**config.mk**
```make
export PLATFORM = sky130hd
export DESIGN_NAME = serial_logic_unit
export DESIGN_NICKNAME = d
export VERILOG_FILES = /design/src/rtl/serial_logic_unit.sv
export SDC_FILE = /design/constraint.sdc
export NUM_CORES = 1
export LEC_CHECK = 0
export CORE_MARGIN = 4
export CORE_UTILIZATION = 45
export CTS_CLUSTER_SIZE = 24
export DETAILED_ROUTE_END_ITERATION = 10
export PLACE_DENSITY_LB_ADDON = 0.05
export REMOVE_ABC_BUFFERS = 1
export SKIP_LAST_GASP = 1
export SYNTH_ARGS = -nofsm -noshare
export SYNTH_HDL_FRONTEND = slang
export SYNTH_SLANG_ARGS = --single-unit
```
**constraint.sdc**
```tcl
create_clock -name clk -period 2.75 [get_ports clk]
set_clock_uncertainty 0.2 [all_clocks]
set_input_delay 0.55 -clock clk [delete_from_list [all_inputs] [get_ports clk]]
set_output_delay 0.55 -clock clk [all_outputs]
set_load 0.01 [all_outputs]
```
**src/rtl/serial_logic_unit.sv**
```systemverilog
// serial_logic_unit: nibble-serial AND/OR/XOR/NOR unit with valid/ready on both sides.
// One NIBBLE-bit slice of the result is produced per cycle; the full WIDTH-bit result
// is presented in DONE until the consumer accepts it.
// Optional feature macro: SERIAL_LOGIC_ZERO_FLAG_EN (registered result==0 flag).
// Without it, zero_o is tied low.
module serial_logic_unit #(
    parameter int unsigned WIDTH  = 32,
    parameter int unsigned NIBBLE = 4
) (
    input  logic             clk,
    input  logic             rst_n,
    input  logic             in_valid_i,
    output logic             in_ready_o,
    input  logic [1:0]       op_i,
    input  logic [WIDTH-1:0] a_i,
    input  logic [WIDTH-1:0] b_i,
    output logic             out_valid_o,
    input  logic             out_ready_i,
    output logic [WIDTH-1:0] result_o,
    output logic             zero_o
);

    localparam int unsigned NSLICE = WIDTH / NIBBLE;
    localparam int unsigned CntW   = (NSLICE > 1) ? $clog2(NSLICE) : 1;
    localparam logic [CntW-1:0] CntLast = CntW'(NSLICE - 1);

    localparam logic [1:0] StIdle = 2'd0;
    localparam logic [1:0] StRun  = 2'd1;
    localparam logic [1:0] StDone = 2'd2;

    localparam logic [1:0] OpAnd = 2'b00;
    localparam logic [1:0] OpOr  = 2'b01;
    localparam logic [1:0] OpXor = 2'b10;

    logic [1:0]       state_q, state_d;
    logic [CntW-1:0]  cnt_q, cnt_d;
    logic [WIDTH-1:0] a_q, a_d;
    logic [WIDTH-1:0] b_q, b_d;
    logic [1:0]       op_q, op_d;
    logic [WIDTH-1:0] result_q, result_d;
    logic [NIBBLE-1:0] a_sl, b_sl, res_sl;

    // Select the operand slices addressed by the current slice counter.
    always_comb begin
        a_sl = '0;
        b_sl = '0;
        for (int unsigned i = 0; i < NSLICE; i++) begin
            if (cnt_q == CntW'(i)) begin
                a_sl = a_q[i*NIBBLE +: NIBBLE];
                b_sl = b_q[i*NIBBLE +: NIBBLE];
            end
        end
    end

    // Apply the latched opcode to the current slice.
    always_comb begin
        case (op_q)
            OpAnd:   res_sl = a_sl & b_sl;
            OpOr:    res_sl = a_sl | b_sl;
            OpXor:   res_sl = a_sl ^ b_sl;
            default: res_sl = ~(a_sl | b_sl);
        endcase
    end

    // Next-state: accept in IDLE, write one slice per RUN cycle, hold in DONE.
    always_comb begin
        state_d  = state_q;
        cnt_d    = cnt_q;
        a_d      = a_q;
        b_d      = b_q;
        op_d     = op_q;
        result_d = result_q;
        case (state_q)
            StIdle: begin
                if (in_valid_i) begin
                    a_d      = a_i;
                    b_d      = b_i;
                    op_d     = op_i;
                    result_d = '0;
                    cnt_d    = '0;
                    state_d  = StRun;
                end
            end
            StRun: begin
                for (int unsigned i = 0; i < NSLICE; i++) begin
                    if (cnt_q == CntW'(i)) begin
                        result_d[i*NIBBLE +: NIBBLE] = res_sl;
                    end
                end
                // Counter parks on the last slice rather than wrapping.
                if (cnt_q == CntLast) begin
                    state_d = StDone;
                end else begin
                    cnt_d = cnt_q + 1'b1;
                end
            end
            StDone: begin
                if (out_ready_i) begin
                    state_d = StIdle;
                end
            end
            default: state_d = StIdle;
        endcase
    end

    // State and datapath registers.
    always_ff @(posedge clk or negedge rst_n) begin
        if (!rst_n) begin
            state_q  <= StIdle;
            cnt_q    <= '0;
            a_q      <= '0;
            b_q      <= '0;
            op_q     <= '0;
            result_q <= '0;
        end else begin
            state_q  <= state_d;
            cnt_q    <= cnt_d;
            a_q      <= a_d;
            b_q      <= b_d;
            op_q     <= op_d;
            result_q <= result_d;
        end
    end

`ifdef SERIAL_LOGIC_ZERO_FLAG_EN
    logic zero_q, zero_d;

    // Zero flag: cleared on accept, captured from the final result on DONE entry.
    always_comb begin
        zero_d = zero_q;
        if (state_q == StIdle && in_valid_i) begin
            zero_d = 1'b0;
        end else if (state_q == StRun && cnt_q == CntLast) begin
            zero_d = (result_d == '0);
        end
    end

    // Zero flag register.
    always_ff @(posedge clk or negedge rst_n) begin
        if (!rst_n) begin
            zero_q <= 1'b0;
        end else begin
            zero_q <= zero_d;
        end
    end

    assign zero_o = zero_q;
`else
    assign zero_o = 1'b0;
`endif

    assign in_ready_o  = (state_q == StIdle);
    assign out_valid_o = (state_q == StDone);
    assign result_o    = result_q;

endmodule

```
# Word-level counts from Yosys, hierarchy flattened
# Index checks and enable logic that the tools add are counted.
[classes] shifts=0 n_addsub=1 eq_ne=22 reduce_logical=15 n_bitwise=4 magnitude_cmp=0 n_div=0 multipliers=0 mux=34
[ops] operator="two-way mux 4 bit" count=24
[ops] operator="one-hot mux 32 bit (2 select lines)" count=1
[ops] operator="two-way mux 32 bit" count=1
[ops] operator="AND reduction 3 bit" count=10
[ops] operator="!= test 2 bit (second input constant)" count=10
[ops] operator="equality test 3 bit (second input constant)" count=4
[ops] operator="one-hot mux 4 bit (3 select lines)" count=1
[ops] operator="equality test 3 x 2 -> 1 bit (second input constant)" count=2
[ops] operator="two-way mux 2 bit" count=3
[ops] operator="two-way mux 3 bit" count=2
[ops] operator="one-hot mux 2 bit (3 select lines)" count=1
[ops] operator="one-hot mux 3 bit (2 select lines)" count=1
[ops] operator="bitwise AND 4 bit" count=1
[ops] operator="equality test 2 x 1 -> 1 bit (second input constant)" count=2
[ops] operator="equality test 2 bit (second input constant)" count=2
[ops] operator="zero test 2 bit" count=2
[ops] operator="inverter 4 bit" count=1
[ops] operator="OR 4 bit" count=1
[ops] operator="bitwise XOR 4 bit" count=1
[ops] operator="adder 3 x 1 -> 3 bit (second input constant)" count=1
[ops] operator="equality test 3 x 1 -> 1 bit (second input constant)" count=1
[ops] operator="zero test 3 bit" count=1
[ops] operator="!= test 2 x 1 -> 1 bit (second input constant)" count=1
[ops] operator="AND reduction 2 bit" count=1
[ops] operator="nonzero test 2 bit" count=1
[totals] latch_bits=0 register_bits=103 memories=0 romBits=0 ram_bits=0 elab_cells=89 out_inout_bits=35

# Depth between registers and ports, before layout
# Gate-level depths: netlist of run 1.
[depth] word_depth=14 ltp_mapped=13

# Least setup slack after synthesis of run 1
# Ideal clock, no wire load.
[synth_timing] kind="reg2reg" from="register cnt_q[2]" to="register result_q[12], in the netlist result_o[12]" period_less_slack_ps=2928 t_arrival_ps=2607 required_ps=2429 path_stages_with_launch=12 path_slack_ps=-178 setup_time_ps=121 path_cell_list="dfrtp_1 > clkinv_1 > ha_1 > clkbuf_1 > nand2_1 > a22oi_1 > or4_1 > and2_1 > ha_1 > nor2b_1 > o31a_1 > a22o_1"
[synth_via] elab_chain_cells=14 elab_cells_between_ends=33
[synth_rtl] element="from (decl)" line_no="36" source="logic [CntW-1:0] cnt_q, cnt_d;"
[synth_rtl] element="from (signal assigned)" line_no="117" source="cnt_q <= cnt_d;"
[synth_rtl] element="zero test 3 bit" line_no="48" source="if (cnt_q == CntW'(i)) begin"
[synth_rtl] element="two-way mux 4 bit (8 in a row)" line_no="48"
[synth_rtl] element="OR 4 bit" line_no="59, 61"
[synth_rtl] element="inverter 4 bit" line_no="61" source="default: res_sl = ~(a_sl | b_sl);"
[synth_rtl] element="one-hot mux 4 bit (3 select lines)" line_no="57" source="case (op_q)"
[synth_rtl] element="two-way mux 4 bit" line_no="86" source="if (cnt_q == CntW'(i)) begin"
[synth_rtl] element="one-hot mux 32 bit (2 select lines)" line_no="73" source="case (state_q)"
[synth_rtl] element="to (signal assigned)" line_no="121" source="result_q <= result_d;"
[synth_rtl] element="to (decl)" line_no="40" source="logic [WIDTH-1:0] result_q, result_d;"
# Several ways; a longest one is shown, not always the timed one. The select of a mux whose other input is x is not followed.
# A chain may end at the register's enable or synchronous reset.

# Worst setup path in the final report of run 1
[layout_timing] from="register cnt_q[1]" to="register result_q[18], in the netlist result_o[18]"
# The elaborated chain is that of the path after synthesis.

==> flow_summary.ini, run 1 <==
[hold_path]
min_from = b_q[20]
hold_end = b_q[20]
worstHoldPathType = reg -> reg
whs_path_depth = 2

[logic_synthesis]
synth_top_family_by_area = simple AND/OR/NAND/NOR gates
synth_top_cell_area_share = 0.513
synthAdderAreaFrac = 0.0349
netlist_top_cells_area = dfrtp_1 51%, nand2_1 17%, ha_1 3.5%
ys_seq_area_frac = 0.513
synth_compound_area_frac = 0.141
synth.avg_cell_area_sq_um = 8.72
yosys.area.top_type = dfrtp_1
ys_ff_latch = 103
syn_area_sq_mm = 0.00502
synth-simple-area-share = 0.264
muxShareOfSynthArea = 0.00623
netlist_instances = 576
ys_types = 43
synth-xor-area-share = 0
yosys_warnings = 0

[finish]
nets = 797
mostFrequentLayoutCells = 219 x nand2_1, 102 x clkdlybuf4s50_1, 101 x dfrtp_1, 42 x buf_4, 21 x o21ai_0
register_area_sq_mm = 0.00258
n_antenna_cell = 0
synthToLayoutAreaGrowth_pct = 40.3
drive_above_1_share = 0.170
nFillCells = 967
multi_input_area_sq_mm = 0.00248
fin_util = 0.648
layout_commonest_cell = nand2_1

[die]
fp.dieW_um = 114
start_util = 0.461
fp.dieH_um = 114
io_pins = 105
dieArea_sq_mm = 0.0129
fp-row-count = 38
core_region_area_sq_mm = 0.0109

[critical_path]
reg2reg_slack_ps = -310
crit_cells = 11
critPathSlowestCell = or4_1
cp_top_family = simple AND/OR/NAND/NOR gates
r2r_cells = 11
slowest_delay_ps = 550
cp_cell_sequence = inv_2, ha_4, buf_4, a21oi_1, a211oi_1, or4_1, and2_1, ha_1, nor2b_1, o31a_1, a22o_1
path_max_fanout = 9
criticalPathCategory = reg -> reg
path_buf_inv = 2
reg2reg_to = result_o[18]
r2r_start = cnt_q[1]
cp.required_ps = 2830
arrival_ps = 3140
critPathLaunchType = flip-flop
cp-end-kind = flip-flop

[grt]
grt_overflow = 0
grt_pass1_wl_um = 21800
groute.usage.overall = 0.212
antenna_found_initial = 0
grt_max_degree = 48
grt_pass1_vias = 4463

[cts]
numCtsBuffers = 9
htreeDepth = 3
clk_pin_slew_ps = 100
clock_path_buffers = 2
cts.sinks = 103
clk_latency_ps = 390
root_buffer = clkbuf_8
cts_tree = yes

[routing]
vias = 4467
drc = 0
viasPerCell = 5.21
routed_wl_um = 13200
first_iter_violations = 227
wire_per_inst_um = 15.4
ant_nets = 0
first_pass_iters = 5

[sta]
max_slew_margin = 0.659
rsz0062_at_grt = yes
worst_slew_pin_slew_ps = 512
final-max-slew-violation-count = 0
fin_setup_tns_ps = -6930
fin_crit_ps = 3060
fmax_mhz = 327
finalHoldViolCount = 0
setup-violations-final = 32
period_share = 1.11
timing.final.ws_setup_ps = -306

[power]
p_leak_nw = 3.29
power_density_mw_per_mm2 = 1210
finalPower_mw = 8.54
peakVddDrop_uv = 475

[outcome]
violations = negative setup slack
outcome = complete, but fails checks

[run]
drv_cap = 0

[place]
hpwl_um = 9580
port_buffers = 103
gp_routability_congestion = 0.885
[layout make-up]
type                    count  area share
multi-input cells         428       0.352
inverters                  12     0.00639
repair buffers            159       0.217
clock buffers               9      0.0176
well taps                 140      0.0248
clock inverters             6      0.0156
flip-flops and latches    103       0.366
[power by group]
group / switching [mW] / internal (mW) / total (mW)
Combinational: 2.34 / 2.38 / 4.73
Clock: 0.525 / 0.597 / 1.12
Sequential: 0.505 / 2.19 / 2.69
[Yosys cell counts]
cell type	count
nand2_1	222
dfrtp_1	103
o21ai_0	32
a22o_1	19
nor2b_1	18
nor2_1	17
clkbuf_1	15
ha_1	14
nand3_1	14
buf_2	13
a21oi_1	12
inv_1	11
and2_1	8
a211oi_1	7
nand3b_1	7
o21ai_1	7
a221oi_1	6
a22oi_1	6
or4_1	6
buf_4	5
o31a_1	5
o31ai_1	4
mux2i_1	2
nand2b_1	2
o21a_1	2
or3_1	2
a2111oi_0	1
a21o_1	1
a31o_2	1
and2b_1	1
and3_1	1
and3b_1	1
clkinv_1	1
conb_1	1
mux2_2	1
nand4b_1	1
nor2b_4	1
nor3b_1	1
nor3b_2	1
o21bai_1	1
o22a_1	1
o22ai_1	1
or2_1	1
[worst reg2reg max path: stages (launching register included)]
cell	delay (ps)
dfrtp_2	460
inv_2	80
ha_4	200
buf_4	150
a21oi_1	120
a211oi_1	100
or4_1	550
and2_1	170
ha_1	180
nor2b_1	150
o31a_1	360
a22o_1	240
[state kept, by name, indices dropped and copies added, names as in the netlist]
register	count
state_q	2
b_q	32
cnt_q	3
a_q	32
op_q	2
result_o	32
[cells by family after synthesis]
family,count (synthesis)
compound gates,106
fa+ha+maj,14
buf+inv,45
flops,103
mux,3
other cells,1
simple gates,304
[stage by stage]
stage	area, sq um	hold WS, ps	setup slack [ps]	instances
floorplan	4860	54.4	-828	543
global placement	6470	260	-345	832
detailed placement	6470	254	-422	832
CTS	7010	278	-278	857
global route	7050	301	-384	857
finish	7050	272	-306	857
[metal layers]
metal / vias up / global-route usage / part of all wire / routed length, um
li1: 2192 / - / - / -
met1: 2133 / 0.279 / 0.45 / 5940
met4: 0 / 0.0681 / 0.017 / 219
met2: 125 / 0.351 / 0.48 / 6340
met3: 17 / 0.0440 / 0.052 / 683
met5: - / 0 / 0 / 0
[worst max-delay path by stage]
| stage | startpoint | to | slack, ps |
|---|---|---|---|
| after CTS | cnt_q[1] | result_o[20] | -280 |
| after floorplan | in_valid_i | result_o[12] | -830 |
| after detailed placement | cnt_q[1] | result_o[8] | -420 |
| after global placement | cnt_q[1] | result_o[20] | -340 |
| after global routing | cnt_q[1] | result_o[13] | -380 |
| final | cnt_q[1] | result_o[18] | -310 |
[repair_timing]
| action | 4_1_cts | 5_1_grt |
|---|---|---|
| gates resized for setup | 66 | 13 |
| hold buffers | 1 | 0 |
| setup buffers | 7 | 1 |
| pin swaps | 23 | 4 |
| setup endpoints to repair | 32 | 32 |
| endpoints found under the hold margin | 27 | 0 |
| gates cloned | 2 | 0 |
Power figures use the tool's default switching activity.
==> inputs of run 2 (changes only) <==
Settings changed: CORE_MARGIN 4 to 3.
==> run 2 against run 1 <==
  * The flow still finishes with violations (negative setup slack)
  * Sequential power about the same
  * Wire length down 2.6%
  * Power fell by 1.1%
==> flow_summary.ini, run 2 (same netlist as run 1, synthesis figures left out) <==
[sta]
fin_hold_ws_ps = 276
period_share = 1.13
finalHoldViolCount = 0
fmax_mhz = 321
final-max-slew-violation-count = 0
setup-violations-final = 32
timing.final.ws_setup_ps = -366
fin_setup_tns_ps = -7450
max_slew_margin = 0.579
worst_slew_pin_slew_ps = 632
rsz0062_at_grt = yes
fin_crit_ps = 3120

[die]
io_pins = 105
start_util = 0.474
fp.dieH_um = 112
fp-row-count = 37
core_region_area_sq_mm = 0.0106
dieArea_sq_mm = 0.0125
fp.dieW_um = 112

[critical_path]
arrival_ps = 3180
critPathLaunchType = flip-flop
critPathSlowestCell = or4_1
path_buf_inv = 3
path_max_fanout = 7
cp.required_ps = 2820
cp-end-kind = flip-flop
cp_top_family = simple AND/OR/NAND/NOR gates
criticalPathCategory = reg -> reg
cp_cell_sequence = inv_4, ha_4, buf_6, nor2b_4, a22oi_2, or4_1, buf_4, nand2_2, ha_4, nor2_1, o21ai_2, o31a_1, a22o_1
cpMostUsedCell = ha_4
slowest_delay_ps = 540

[power]
power.share.switching = 0.393
pwr-share-clk = 0.136
switching_power_mw = 3.32
power_density_mw_per_mm2 = 1220
intPower_mw = 5.12
p_comb_frac = 0.545
p_leak_nw = 3.21
p_seq_frac = 0.319
peakVddDrop_uv = 610

[finish]
drive_above_1_share = 0.151
mostFrequentLayoutCells = 219 x nand2_1, 102 x clkdlybuf4s50_1, 101 x dfrtp_1, 33 x buf_4, 25 x o21ai_0
nets = 781
stdcell_count = 838
fin_util = 0.652
layout_commonest_cell = nand2_1
n_antenna_cell = 0
synthToLayoutAreaGrowth_pct = 37.7

[routing]
viasPerCell = 5.24
drc = 0
vias = 4393
wire_per_inst_um = 15.3
first_iter_violations = 341
ant_nets = 0
routed_wl_um = 12800
first_pass_iters = 5

[cts]
clk_latency_ps = 370
root_buffer = clkbuf_8
clk_pin_slew_ps = 100
cts.sinks = 103
numCtsBuffers = 9
cts_tree = yes
htreeDepth = 3
clock_path_buffers = 2

[grt]
grt_max_degree = 72
grt_pass1_wl_um = 21100
groute.usage.overall = 0.208
grt_overflow = 0
grt_pass1_vias = 4351
antenna_found_initial = 0

[place]
port_buffers = 103
pre_cts_slack_ps = -467
hpwl_um = 9240
dp.cells = 813
gp_routability_congestion = 0.860

[outcome]
outcome = complete, but fails checks
violations = negative setup slack

[run]
drv_cap = 0

[hold_path]
worstHoldPathType = reg -> reg
==> run 2: cell types whose count changed in the layout (fill, tap and decap cells not counted), moves of 4 or more <==
cell,delta
buf_6,-5
nor2b_2,-4
buf_4,-9
a22oi_2,+5
o21ai_0,+4
a22oi_1,-5
==> run 2: cell type report <==
cell class                 count  area (sq um)
clock inverter                 6           108
inverter                      12          50.0
timing repair buffer         143          1380
sequential                   103          2580
tap                          136           170
clock buffer                  10           138
multi-input combinational    428          2490
fill                         926          3690
==> run 2: metrics by stage <==
stage          area [sq um]  total power, mW
2_1_floorplan          4860             4.89
3_3_place_gp           6340             6.40
3_5_place_dp           6340             6.52
4_1_cts                6780             8.06
5_1_grt                6920             9.10
6_report               6920             8.44
==> run 2: power groups by stage <==
| stage | logic, mW | clock network [mW] | registers [mW] |
|---|---|---|---|
| 2_1_floorplan | 2.27 | 0 | 2.61 |
| 3_3_place_gp | 3.73 | 0 | 2.67 |
| 3_5_place_dp | 3.84 | 0 | 2.68 |
| 4_1_cts | 4.21 | 1.16 | 2.68 |
| 5_1_grt | 5.09 | 1.22 | 2.79 |
| 6_report | 4.60 | 1.15 | 2.69 |
==> run 2: what timing repair did <==
action | CTS | global route
hold buffers | 1 | 0
setup endpoints to repair | 32 | 32
buffers inserted | 6 | 2
endpoints found under the hold margin | 30 | 0
resized for setup | 38 | 31
pin swaps | 15 | 19
==> run 2: metal layers <==
layer	up-vias	wire, um	track usage
met5	-	0	0
met3	18	660	0.0364
met2	137	6220	0.341
li1	2169	-	-
met1	2069	5670	0.274
met4	0	290	0.0860
==> run 2: tightest hold or removal path, delay by kind of cell (launching register included) <==
kind	cells	cell delay (ps)
flops	1	350
simple gates	2	100
==> run 2: worst paths after layout <==
kind | from | to | slack [ps] | cells past startpoint
max reg2reg | cnt_q[0] | result_o[12] | -370 | 13
min | b_q[20] | b_q[20] | 280 | 2
max | cnt_q[0] | result_o[12] | -370 | 13
max in group asynchronous | rst_n | b_q[28] | 1270 | 3
min in group asynchronous | rst_n | result_o[4] | 440 | 2
min reg2reg | b_q[20] | b_q[20] | 280 | 2
